$ cat config.mk
export PLATFORM = sky130hd
export DESIGN_NAME = pcm_frame_scheduler
export DESIGN_NICKNAME = d
export VERILOG_FILES = /design/src/rtl/pcm_sched_pkg.sv /design/src/rtl/sat_cnt8.sv /design/src/rtl/pcm_frame_scheduler.sv
export SDC_FILE = /design/constraint.sdc
export NUM_CORES = 1
export LEC_CHECK = 0
export CAP_MARGIN = 40
export CORE_UTILIZATION = 40
export CTS_CLUSTER_SIZE = 14
export DETAILED_ROUTE_END_ITERATION = 6
export PLACE_DENSITY_LB_ADDON = 0.05
export SKIP_LAST_GASP = 1
export SLEW_MARGIN = 20
export SYNTH_ARGS = -nofsm -noshare
export SYNTH_HDL_FRONTEND = slang
export SYNTH_HIERARCHICAL = 1
export SYNTH_SLANG_ARGS = --single-unit
$ cat constraint.sdc
create_clock -name clk -period 4.8 [get_ports clk]
set_clock_uncertainty 0.05 [all_clocks]
set_input_delay 1.2 -clock clk [delete_from_list [all_inputs] [get_ports clk]]
set_output_delay 1.2 -clock clk [all_outputs]
set_load 0.02 [all_outputs]
$ cat src/rtl/pcm_sched_pkg.sv
// Shared constants and FSM state encoding for the PCM frame scheduler.
package pcm_sched_pkg;

  localparam int unsigned NCHAN      = 16;
  localparam int unsigned HDR_LEN    = 14;
  localparam int unsigned PKT_FRAMES = 16;
  localparam int unsigned PKT_END    = HDR_LEN + 2 * NCHAN * PKT_FRAMES;

  localparam int unsigned ST_W = 3;

  localparam logic [ST_W-1:0] S_IDLE   = 3'd0;
  localparam logic [ST_W-1:0] S_LOAD   = 3'd1;
  localparam logic [ST_W-1:0] S_STROBE = 3'd2;
  localparam logic [ST_W-1:0] S_WAIT   = 3'd3;
  localparam logic [ST_W-1:0] S_WR_LO  = 3'd4;
  localparam logic [ST_W-1:0] S_WR_HI  = 3'd5;
  localparam logic [ST_W-1:0] S_NEXT   = 3'd6;
  localparam logic [ST_W-1:0] S_CHECK  = 3'd7;

endpackage

$ cat src/rtl/sat_cnt8.sv
// 8-bit event counter that sticks at 255.
module sat_cnt8 (
  input  logic       clk,
  input  logic       rst_n,
  input  logic       i_inc,
  output logic [7:0] o_cnt
);

  logic [7:0] r_cnt;

  always_ff @(posedge clk or negedge rst_n) begin
    if (!rst_n) begin
      r_cnt <= '0;
    end else if (i_inc && (r_cnt != 8'hFF)) begin
      r_cnt <= r_cnt + 8'd1;
    end
  end

  assign o_cnt = r_cnt;

endmodule

$ cat src/rtl/pcm_frame_scheduler.sv
// Walks every channel of a PCM frame through the shared filter, packs the
// results into a double-banked packet buffer and hands full banks to Ethernet.
module pcm_frame_scheduler #(
  parameter int unsigned NCHAN      = pcm_sched_pkg::NCHAN,
  parameter int unsigned HDR_LEN    = pcm_sched_pkg::HDR_LEN,
  parameter int unsigned PKT_FRAMES = pcm_sched_pkg::PKT_FRAMES,
  parameter int unsigned WD_LIMIT   = 1023
) (
  input  logic        clk,
  input  logic        rst_n,
  input  logic        pcm_stb,
  output logic [3:0]  cic_sel,
  output logic        flt_stb,
  output logic [9:0]  flt_addr,
  input  logic        flt_busy,
  input  logic [15:0] flt_out,
  output logic        wr_en,
  output logic [10:0] wr_addr,
  output logic [7:0]  wr_data,
  output logic        tx_start,
  output logic        tx_bank,
  input  logic        tx_busy,
  output logic [7:0]  drop_cnt,
  output logic [7:0]  miss_cnt,
  output logic        flt_err
);

  import pcm_sched_pkg::ST_W;
  import pcm_sched_pkg::S_IDLE;
  import pcm_sched_pkg::S_LOAD;
  import pcm_sched_pkg::S_STROBE;
  import pcm_sched_pkg::S_WAIT;
  import pcm_sched_pkg::S_WR_LO;
  import pcm_sched_pkg::S_WR_HI;
  import pcm_sched_pkg::S_NEXT;
  import pcm_sched_pkg::S_CHECK;

  localparam int unsigned PTR_W = 10;
  localparam int unsigned WD_W  = $clog2(WD_LIMIT + 1);
  localparam logic [PTR_W-1:0] PTR_HDR   = PTR_W'(HDR_LEN);
  localparam logic [PTR_W-1:0] PTR_FULL  = PTR_W'(HDR_LEN + 2 * NCHAN * PKT_FRAMES);
  localparam logic [3:0]       CHAN_LAST = 4'(NCHAN - 1);
  localparam logic [WD_W-1:0]  WD_LAST   = WD_W'(WD_LIMIT - 1);

  logic [ST_W-1:0]  r_state,     w_state_nxt;
  logic [3:0]       r_chan,      w_chan_nxt;
  logic [PTR_W-1:0] r_ptr,       w_ptr_nxt;
  logic             r_fill_bank, w_fill_bank_nxt;
  logic             r_tx_bank,   w_tx_bank_nxt;
  logic [WD_W-1:0]  r_wd,        w_wd_nxt;
  logic             r_flt_stb,   w_flt_stb_nxt;
  logic [9:0]       r_flt_addr,  w_flt_addr_nxt;
  logic             r_wr_en,     w_wr_en_nxt;
  logic [10:0]      r_wr_addr,   w_wr_addr_nxt;
  logic [7:0]       r_wr_data,   w_wr_data_nxt;
  logic             r_tx_start,  w_tx_start_nxt;
  logic             r_flt_err,   w_flt_err_nxt;
  logic             w_drop_inc;
  logic             w_miss_inc;

  always_ff @(posedge clk or negedge rst_n) begin
    if (!rst_n) begin
      r_state     <= S_IDLE;
      r_chan      <= '0;
      r_ptr       <= PTR_HDR;
      r_fill_bank <= 1'b0;
      r_tx_bank   <= 1'b1;
      r_wd        <= '0;
      r_flt_stb   <= 1'b0;
      r_flt_addr  <= '0;
      r_wr_en     <= 1'b0;
      r_wr_addr   <= '0;
      r_wr_data   <= '0;
      r_tx_start  <= 1'b0;
      r_flt_err   <= 1'b0;
    end else begin
      r_state     <= w_state_nxt;
      r_chan      <= w_chan_nxt;
      r_ptr       <= w_ptr_nxt;
      r_fill_bank <= w_fill_bank_nxt;
      r_tx_bank   <= w_tx_bank_nxt;
      r_wd        <= w_wd_nxt;
      r_flt_stb   <= w_flt_stb_nxt;
      r_flt_addr  <= w_flt_addr_nxt;
      r_wr_en     <= w_wr_en_nxt;
      r_wr_addr   <= w_wr_addr_nxt;
      r_wr_data   <= w_wr_data_nxt;
      r_tx_start  <= w_tx_start_nxt;
      r_flt_err   <= w_flt_err_nxt;
    end
  end

  always_comb begin
    w_state_nxt     = r_state;
    w_chan_nxt      = r_chan;
    w_ptr_nxt       = r_ptr;
    w_fill_bank_nxt = r_fill_bank;
    w_tx_bank_nxt   = r_tx_bank;
    w_wd_nxt        = r_wd;
    w_flt_addr_nxt  = r_flt_addr;
    w_flt_err_nxt   = r_flt_err;
    w_flt_stb_nxt   = 1'b0;
    w_wr_en_nxt     = 1'b0;
    w_wr_addr_nxt   = '0;
    w_wr_data_nxt   = '0;
    w_tx_start_nxt  = 1'b0;
    w_drop_inc      = 1'b0;

    case (r_state)
      S_IDLE: begin
        if (pcm_stb) begin
          w_chan_nxt  = '0;
          w_state_nxt = S_LOAD;
        end
      end
      S_LOAD: begin
        w_flt_addr_nxt = {3'b000, r_chan, 3'b000};
        w_state_nxt    = S_STROBE;
      end
      S_STROBE: begin
        w_wd_nxt    = '0;
        w_state_nxt = S_WAIT;
      end
      S_WAIT: begin
        // The first WAIT cycle is blind: the filter may not have raised busy yet.
        w_wd_nxt = r_wd + WD_W'(1);
        if ((r_wd != '0) && !flt_busy) begin
          w_state_nxt = S_WR_LO;
        end else if (r_wd == WD_LAST) begin
          w_flt_err_nxt = 1'b1;
          w_ptr_nxt     = r_ptr - PTR_W'({r_chan, 1'b0});
          w_state_nxt   = S_IDLE;
        end
      end
      S_WR_LO: w_state_nxt = S_WR_HI;
      S_WR_HI: w_state_nxt = S_NEXT;
      S_NEXT: begin
        w_chan_nxt  = r_chan + 4'd1;
        w_state_nxt = (r_chan == CHAN_LAST) ? S_CHECK : S_LOAD;
      end
      S_CHECK: begin
        if (r_ptr == PTR_FULL) begin
          w_ptr_nxt = PTR_HDR;
          if (tx_busy) begin
            w_drop_inc = 1'b1;
          end else begin
            w_tx_start_nxt  = 1'b1;
            w_tx_bank_nxt   = r_fill_bank;
            w_fill_bank_nxt = ~r_fill_bank;
          end
        end
        w_state_nxt = S_IDLE;
      end
      default: w_state_nxt = S_IDLE;
    endcase

    // Strobe and write outputs are registered so they line up with the state entered.
    w_flt_stb_nxt = (w_state_nxt == S_STROBE);
    if ((w_state_nxt == S_WR_LO) || (w_state_nxt == S_WR_HI)) begin
      w_wr_en_nxt   = 1'b1;
      w_wr_addr_nxt = {r_fill_bank, r_ptr};
      w_wr_data_nxt = (w_state_nxt == S_WR_LO) ? flt_out[7:0] : flt_out[15:8];
      w_ptr_nxt     = r_ptr + PTR_W'(1);
    end
  end

  assign w_miss_inc = pcm_stb && (r_state != S_IDLE);

  sat_cnt8 u_drop_cnt (
    .clk   (clk),
    .rst_n (rst_n),
    .i_inc (w_drop_inc),
    .o_cnt (drop_cnt)
  );

  sat_cnt8 u_miss_cnt (
    .clk   (clk),
    .rst_n (rst_n),
    .i_inc (w_miss_inc),
    .o_cnt (miss_cnt)
  );

  assign cic_sel  = r_chan;
  assign flt_stb  = r_flt_stb;
  assign flt_addr = r_flt_addr;
  assign wr_en    = r_wr_en;
  assign wr_addr  = r_wr_addr;
  assign wr_data  = r_wr_data;
  assign tx_start = r_tx_start;
  assign tx_bank  = r_tx_bank;
  assign flt_err  = r_flt_err;

endmodule

==> out/results.txt, run 1 <==
Clock Tree Root: clkbuf_8
Maxcap violations: 0
Via/cell ratio: 5.403
CTS tree: built
GRT overflow: 0
Critical Path RT: 5.02 ns
Clk_lat worst skew: 0.34 ns
Sequential Power Share: 38.3%
Syn Std Cell Area: 0.003704 sq mm
Share of cells above drive strength 1: 10.57%
Syn Area/Cell: 10.23 sq um
Seq cells post-synth: 72
DRT iter0 DRCs: 155
H-tree depth: 3
Crit end category: register
Worst hold slack: 0.4170 ns
I/O pins: 75
Slew @ Worst Pin: 0.7274 ns
Crit Path Class: input pin to register
P_sw: 0.8598 mW
Pwr Density: 493.0 mW/mm^2
CTS buffer count: 9
Die footprint: 0.009648 sq mm
Power after layout: 2.322 mW
NumNets Final: 464
Pint: 1.462 mW
Leakage power: 2.076 nW
Crit path time final: 3.157 ns
DRT Wirelength: 8.306 mm
I/O Buffers: 68
GRT Resource Usage Total: 18.38%
Max Buffers Root-to-Sink: 2
Max Fanout on Critical Path: 15
Die Ht: 98.23 um
Layout area overhead: 27.16%
Relative slew slack: 51.50%
VDD IR max: 0.2802 mV
GP Congestion: 0.7745
Antenna cells: 0
Unrepaired setup endpoints after global routing: false
Vias in the first global route: 2,895
EDFF count, synth: 0
Post-DP HPWL: 5.896 mm
Final setup viols: 0
Fmax: 0.3168 GHz
Worst Hold Class: register to register
Post-CTS Setup Bufs: 0
DR pass1 iterations: 6
Asr flop ratio synth: 100.0%
Worst-case reg-to-reg path depth: 6
Final Max Tran Viols: 0
Drt wl/cell: 15.30 um
Gate power share: 36.6%
Residual DRC: 2
Critical Path Source Type: input pin
Largest net degree at the start of global routing: 38
Post-CTS sizing: 0
Ys flop type: dfrtp_1
CTS clk-pin slew, worst paths: 0.08 ns
Die X: 98.23 um
Setup Total Neg Slack: 0 ns
Hold Buf Count CTS: 0
Violated checks: design-rule violations
Initial antenna violation count: 0
Top cells by area, synth: dfrtp_1 46%, ha_1 4.1%, nor2_1 3.2%
YS warnings: 6
Clk sink count: 72
Sequential share of the synthesized area: 48.78%
CP arrival: 3.38 ns
Detail Route Antenna Nets: 0
Initial Util: 41.86%
Filler cell count: 822
Final Cycle Share: 65.76%
Final hold vios: 0
DR vias: 2,934
Clock power frac: 25.1%
Status: finished, violations left
Syn Inst Count: 362
Largest area contributor in the netlist: dfrtp_1
Row cnt: 34
Sw Ratio: 37.03%
Top cell type's share of synthesized area: 45.95%
First-pass GRT wire length: 14.02 mm
Worst Hold Depth: 1
Core area: 0.008848 sq mm
Cell variety after synth: 57
==> power by group through the flow <==
| stage | registers [mW] | clock network, mW | logic [mW] |
|---|---|---|---|
| finish | 0.889 | 0.583 | 0.850 |
| global route | 0.917 | 0.625 | 0.947 |
| CTS | 0.891 | 0.601 | 0.860 |
| detailed placement | 0.902 | 0 | 0.857 |
| global placement | 0.900 | 0 | 0.841 |
| floorplan | 0.946 | 0 | 0.480 |
==> Yosys cell counts, types with 5 or more instances <==
library cell,count
nor2_1,32
and3_1,6
o211ai_1,5
o21ai_0,15
o21a_1,5
a21oi_1,19
mux2i_1,10
a31oi_1,5
a22o_1,5
clkbuf_1,11
and2_1,6
nand3_1,19
nand4_1,8
dfrtp_1,68
inv_1,16
or3_1,6
nand2_1,19
nand2b_1,5
nor3_1,8
ha_1,12
buf_4,6
==> per-stage QoR <==
stage	cells	cell area (sq um)	utilization (%)	setup WS, ns
final	543	4710	53.22	1.643
after floorplan	367	3722	-	2.208
after detailed placement	527	4466	50.47	1.264
after global routing	543	4710	53.22	1.480
after global placement	526	4446	50.24	1.335
after CTS	543	4710	53.22	1.637
==> placed cells by master, fill, tap and decap left out, drive strengths merged, types with 3 or more instances in the layout <==
cell,synthesis,layout
a31oi,5,5
a21boi,3,3
nor3,8,8
nor2b,4,4
inv,17,17
or3,6,6
buf,7,3
nand2b,5,5
nand2,19,19
and4,3,3
xnor2,3,3
o31a,3,3
a21oi,19,19
ha,12,12
mux2i,10,10
nor2,34,34
nand4,8,8
o31ai,4,4
clkbuf,11,9
a41oi,4,4
clkdlybuf4s50,0,67
o21ai,20,20
o21a,5,5
nand3,22,22
bufinv,0,3
dfrtp,68,68
xor2,4,4
and2,6,6
clkinv,0,3
a22o,5,5
and3,8,8
mux2,9,9
dfstp,4,4
o211ai,5,5
conb,1,6
==> layer usage <==
layer,part of all wire [%],GRT usage (%),wire (um),up-vias
met5,0,0,0,-
met4,0.40,4.478,33,0
met3,4.1,5.297,343,2
met2,47,28.55,3900,59
met1,49,25.36,4029,1434
li1,-,-,-,1439
==> flip-flops by register name, indices dropped and copies added (netlist names), 3 cells and up <==
name and count:
cic_sel 4, u_miss_cnt/o_cnt 8, flt_addr 4, r_ptr 10, r_state 3, wr_addr 11
wr_data 8, r_wd 10, u_drop_cnt/o_cnt 8
==> cell type report <==
cell class / instances / area [sq um] / area share [%]
tap: 108 / 135.1 / 2.869
multi-input combinational: 260 / 1754 / 37.25
clock buffer: 9 / 123.9 / 2.630
clock inverter: 7 / 120.1 / 2.550
sequential: 72 / 1807 / 38.36
inverter: 17 / 63.81 / 1.355
timing repair buffer: 70 / 705.7 / 14.98
==> worst paths after layout <==
kind / start / end / slack [ns]
max: flt_busy / r_ptr[9] / 1.64
min: flt_err / flt_err / 0.42
max reg2reg: r_state[0] / u_drop_cnt/o_cnt[5] / 1.90
min reg2reg: flt_err / flt_err / 0.42
max in group asynchronous: rst_n / r_ptr[3] / 3.31
min in group asynchronous: rst_n / r_wd[1] / 0.76
==> cell families after synthesis <==
kind of cell,Yosys count,synth area share [%]
adder cells (fa/ha/maj),13,4.595
XOR/XNOR,7,1.655
buffers and inverters,35,4.358
multiplexers,19,5.642
flip-flops,72,48.78
AND/OR/NAND/NOR,132,19.43
other,1,0.1013
AO/OA/AOI/OAI,83,15.44
==> worst max-delay path: stages <==
cell             delay [ns]
clkdlybuf4s50_1        0.40
a31oi_1                0.35
a22oi_2                0.33
buf_4                  0.29
or4b_1                 0.55
o31a_1                 0.12
mux2i_1                0.12
Note: power is estimated with default switching activity, not from simulation.
==> inputs of run 2 (changes only) <==
clock period = 3 ns   (was 4.8 ns; I/O delays follow)
==> out/results.txt, run 2 (synthesis gave the netlist of run 1 again) <==
DR vias: 2,978
Pwr Density: 751.9 mW/mm^2
Crit path time final: 2.662 ns
DRT Wirelength: 8.266 mm
Crit-path slowest cell: dfrtp_1
Post-DP HPWL: 5.853 mm
Commonest non-fill, non-tap cell in the layout: dfrtp_1
Core area: 0.008848 sq mm
DP Area: 0.004518 sq mm
Post-CTS Setup Bufs: 0
NumNets Final: 470
First-pass GRT wire length: 14.39 mm
Final hold vios: 0
Drt wl/cell: 15.06 um
Share of cells above drive strength 1: 11.56%
Antenna cells: 0
Setup Total Neg Slack: 0 ns
Max reg flops: 11
Die Ht: 98.23 um
CTS buffer count: 9
Worst Hold Class: input pin to asynchronous set/reset pin
Max Buffers Root-to-Sink: 2
Leakage power: 2.089 nW
Clk_lat worst skew: 0.34 ns
CTS clk-pin slew, worst paths: 0.08 ns
Worst hold slack: 0.2756 ns
Fmax: 0.3756 GHz
Layout area overhead: 26.96%
Die footprint: 0.009648 sq mm
H-tree depth: 3
Clk sink count: 72
Clock Tree Root: clkbuf_8
Post-CTS sizing: 0
Vias in the first global route: 3,002
Via/cell ratio: 5.424
Final setup viols: 0
Crit path cell chain: or3_1 > or2_4 > nor4_1 > and2_1 > and4_4 > nand3_2 > mux2_4
CTS tree: built
Final Max Tran Viols: 0
Crit Path Class: register to register
GRT Resource Usage Total: 18.56%
GP Congestion: 0.7938
Maxcap violations: 0
I/O pins: 75
VDD IR max: 0.4720 mV
Filler cell count: 806
CP peak stage delay: 0.48 ns
Crit end category: register
Largest net degree at the start of global routing: 45
I/O Buffers: 68
Most frequent cells in the layout: 68 x dfrtp_1, 67 x clkdlybuf4s50_1, 32 x nor2_1
Post-route design area: 0.004702 sq mm
Residual DRC: 1
DRT iter0 DRCs: 133
Max Fanout on Critical Path: 10
Hold Buf Count CTS: 0
Detail Route Antenna Nets: 0
Power after layout: 3.536 mW
DR pass1 iterations: 7
Critical Path Source Type: register
Row cnt: 34
GRT overflow: 0
Initial antenna violation count: 0
Initial Util: 41.86%
Unrepaired setup endpoints after global routing: false
Status: finished, violations left
Final Cycle Share: 88.74%
CP arrival: 2.84 ns
Critical Path RT: 3.18 ns
Violated checks: design-rule violations
Die X: 98.23 um
## run 2: layout make-up
type / count / area [sq um] / share of cell area, %
Clock buffer: 13 / 168.9 / 3.592
Clock inverter: 3 / 15.01 / 0.3193
Inverter: 17 / 63.81 / 1.357
Multi-Input combinational cell: 260 / 1754 / 37.31
Sequential cell: 72 / 1807 / 38.42
Tap cell: 108 / 135.1 / 2.874
Timing Repair Buffer: 76 / 758.2 / 16.13
## run 2: where the power goes
| part | internal (mW) | total (mW) | switching, mW | leakage (nW) |
|---|---|---|---|---|
| sequential | 1.18 | 1.41 | 0.235 | 0.933 |
| clock | 0.365 | 0.712 | 0.347 | 0.0992 |
| combinational | 0.638 | 1.41 | 0.772 | 1.06 |
| total | 2.18 | 3.54 | 1.35 | 2.09 |
## run 2: routing by layer
metal	vias up	global-route usage (%)	wire, um
met2	58	29.69	3993
met1	1471	25.18	3934
met5	-	0	0
li1	1447	-	-
met4	0	5.855	33
met3	2	4.009	304
## run 2: path summary, 6_finish.rpt
| kind | from | end | slack, ns | cells after the start |
|---|---|---|---|---|
| max | r_ptr[6] | u_drop_cnt/o_cnt[5] | 0.34 | 7 |
| min | rst_n | r_wd[5] | 0.28 | 1 |
| max reg2reg | r_ptr[6] | u_drop_cnt/o_cnt[5] | 0.34 | 7 |
| min reg2reg | flt_err | flt_err | 0.41 | 1 |
| max in group asynchronous | rst_n | r_ptr[1] | 2.01 | 2 |
| min in group clk | flt_err | flt_err | 0.41 | 1 |
## run 2: through the flow
step                worst slack (ns)  instances  utilization (%)
CTS                           0.3386        549            53.14
detailed placement            0.3564        533            51.06
global route                  0.1293        549            53.14
global placement              0.3884        532            50.75
finish                        0.3379        549            53.14
floorplan                     0.4767        367                -
## run 2: worst max-delay path: cells and delay by family (launching register included)
family / cells / cell delay, ns
and+or+nand+nor: 6 / 1.72
DFF: 1 / 0.48
muxes: 1 / 0.30
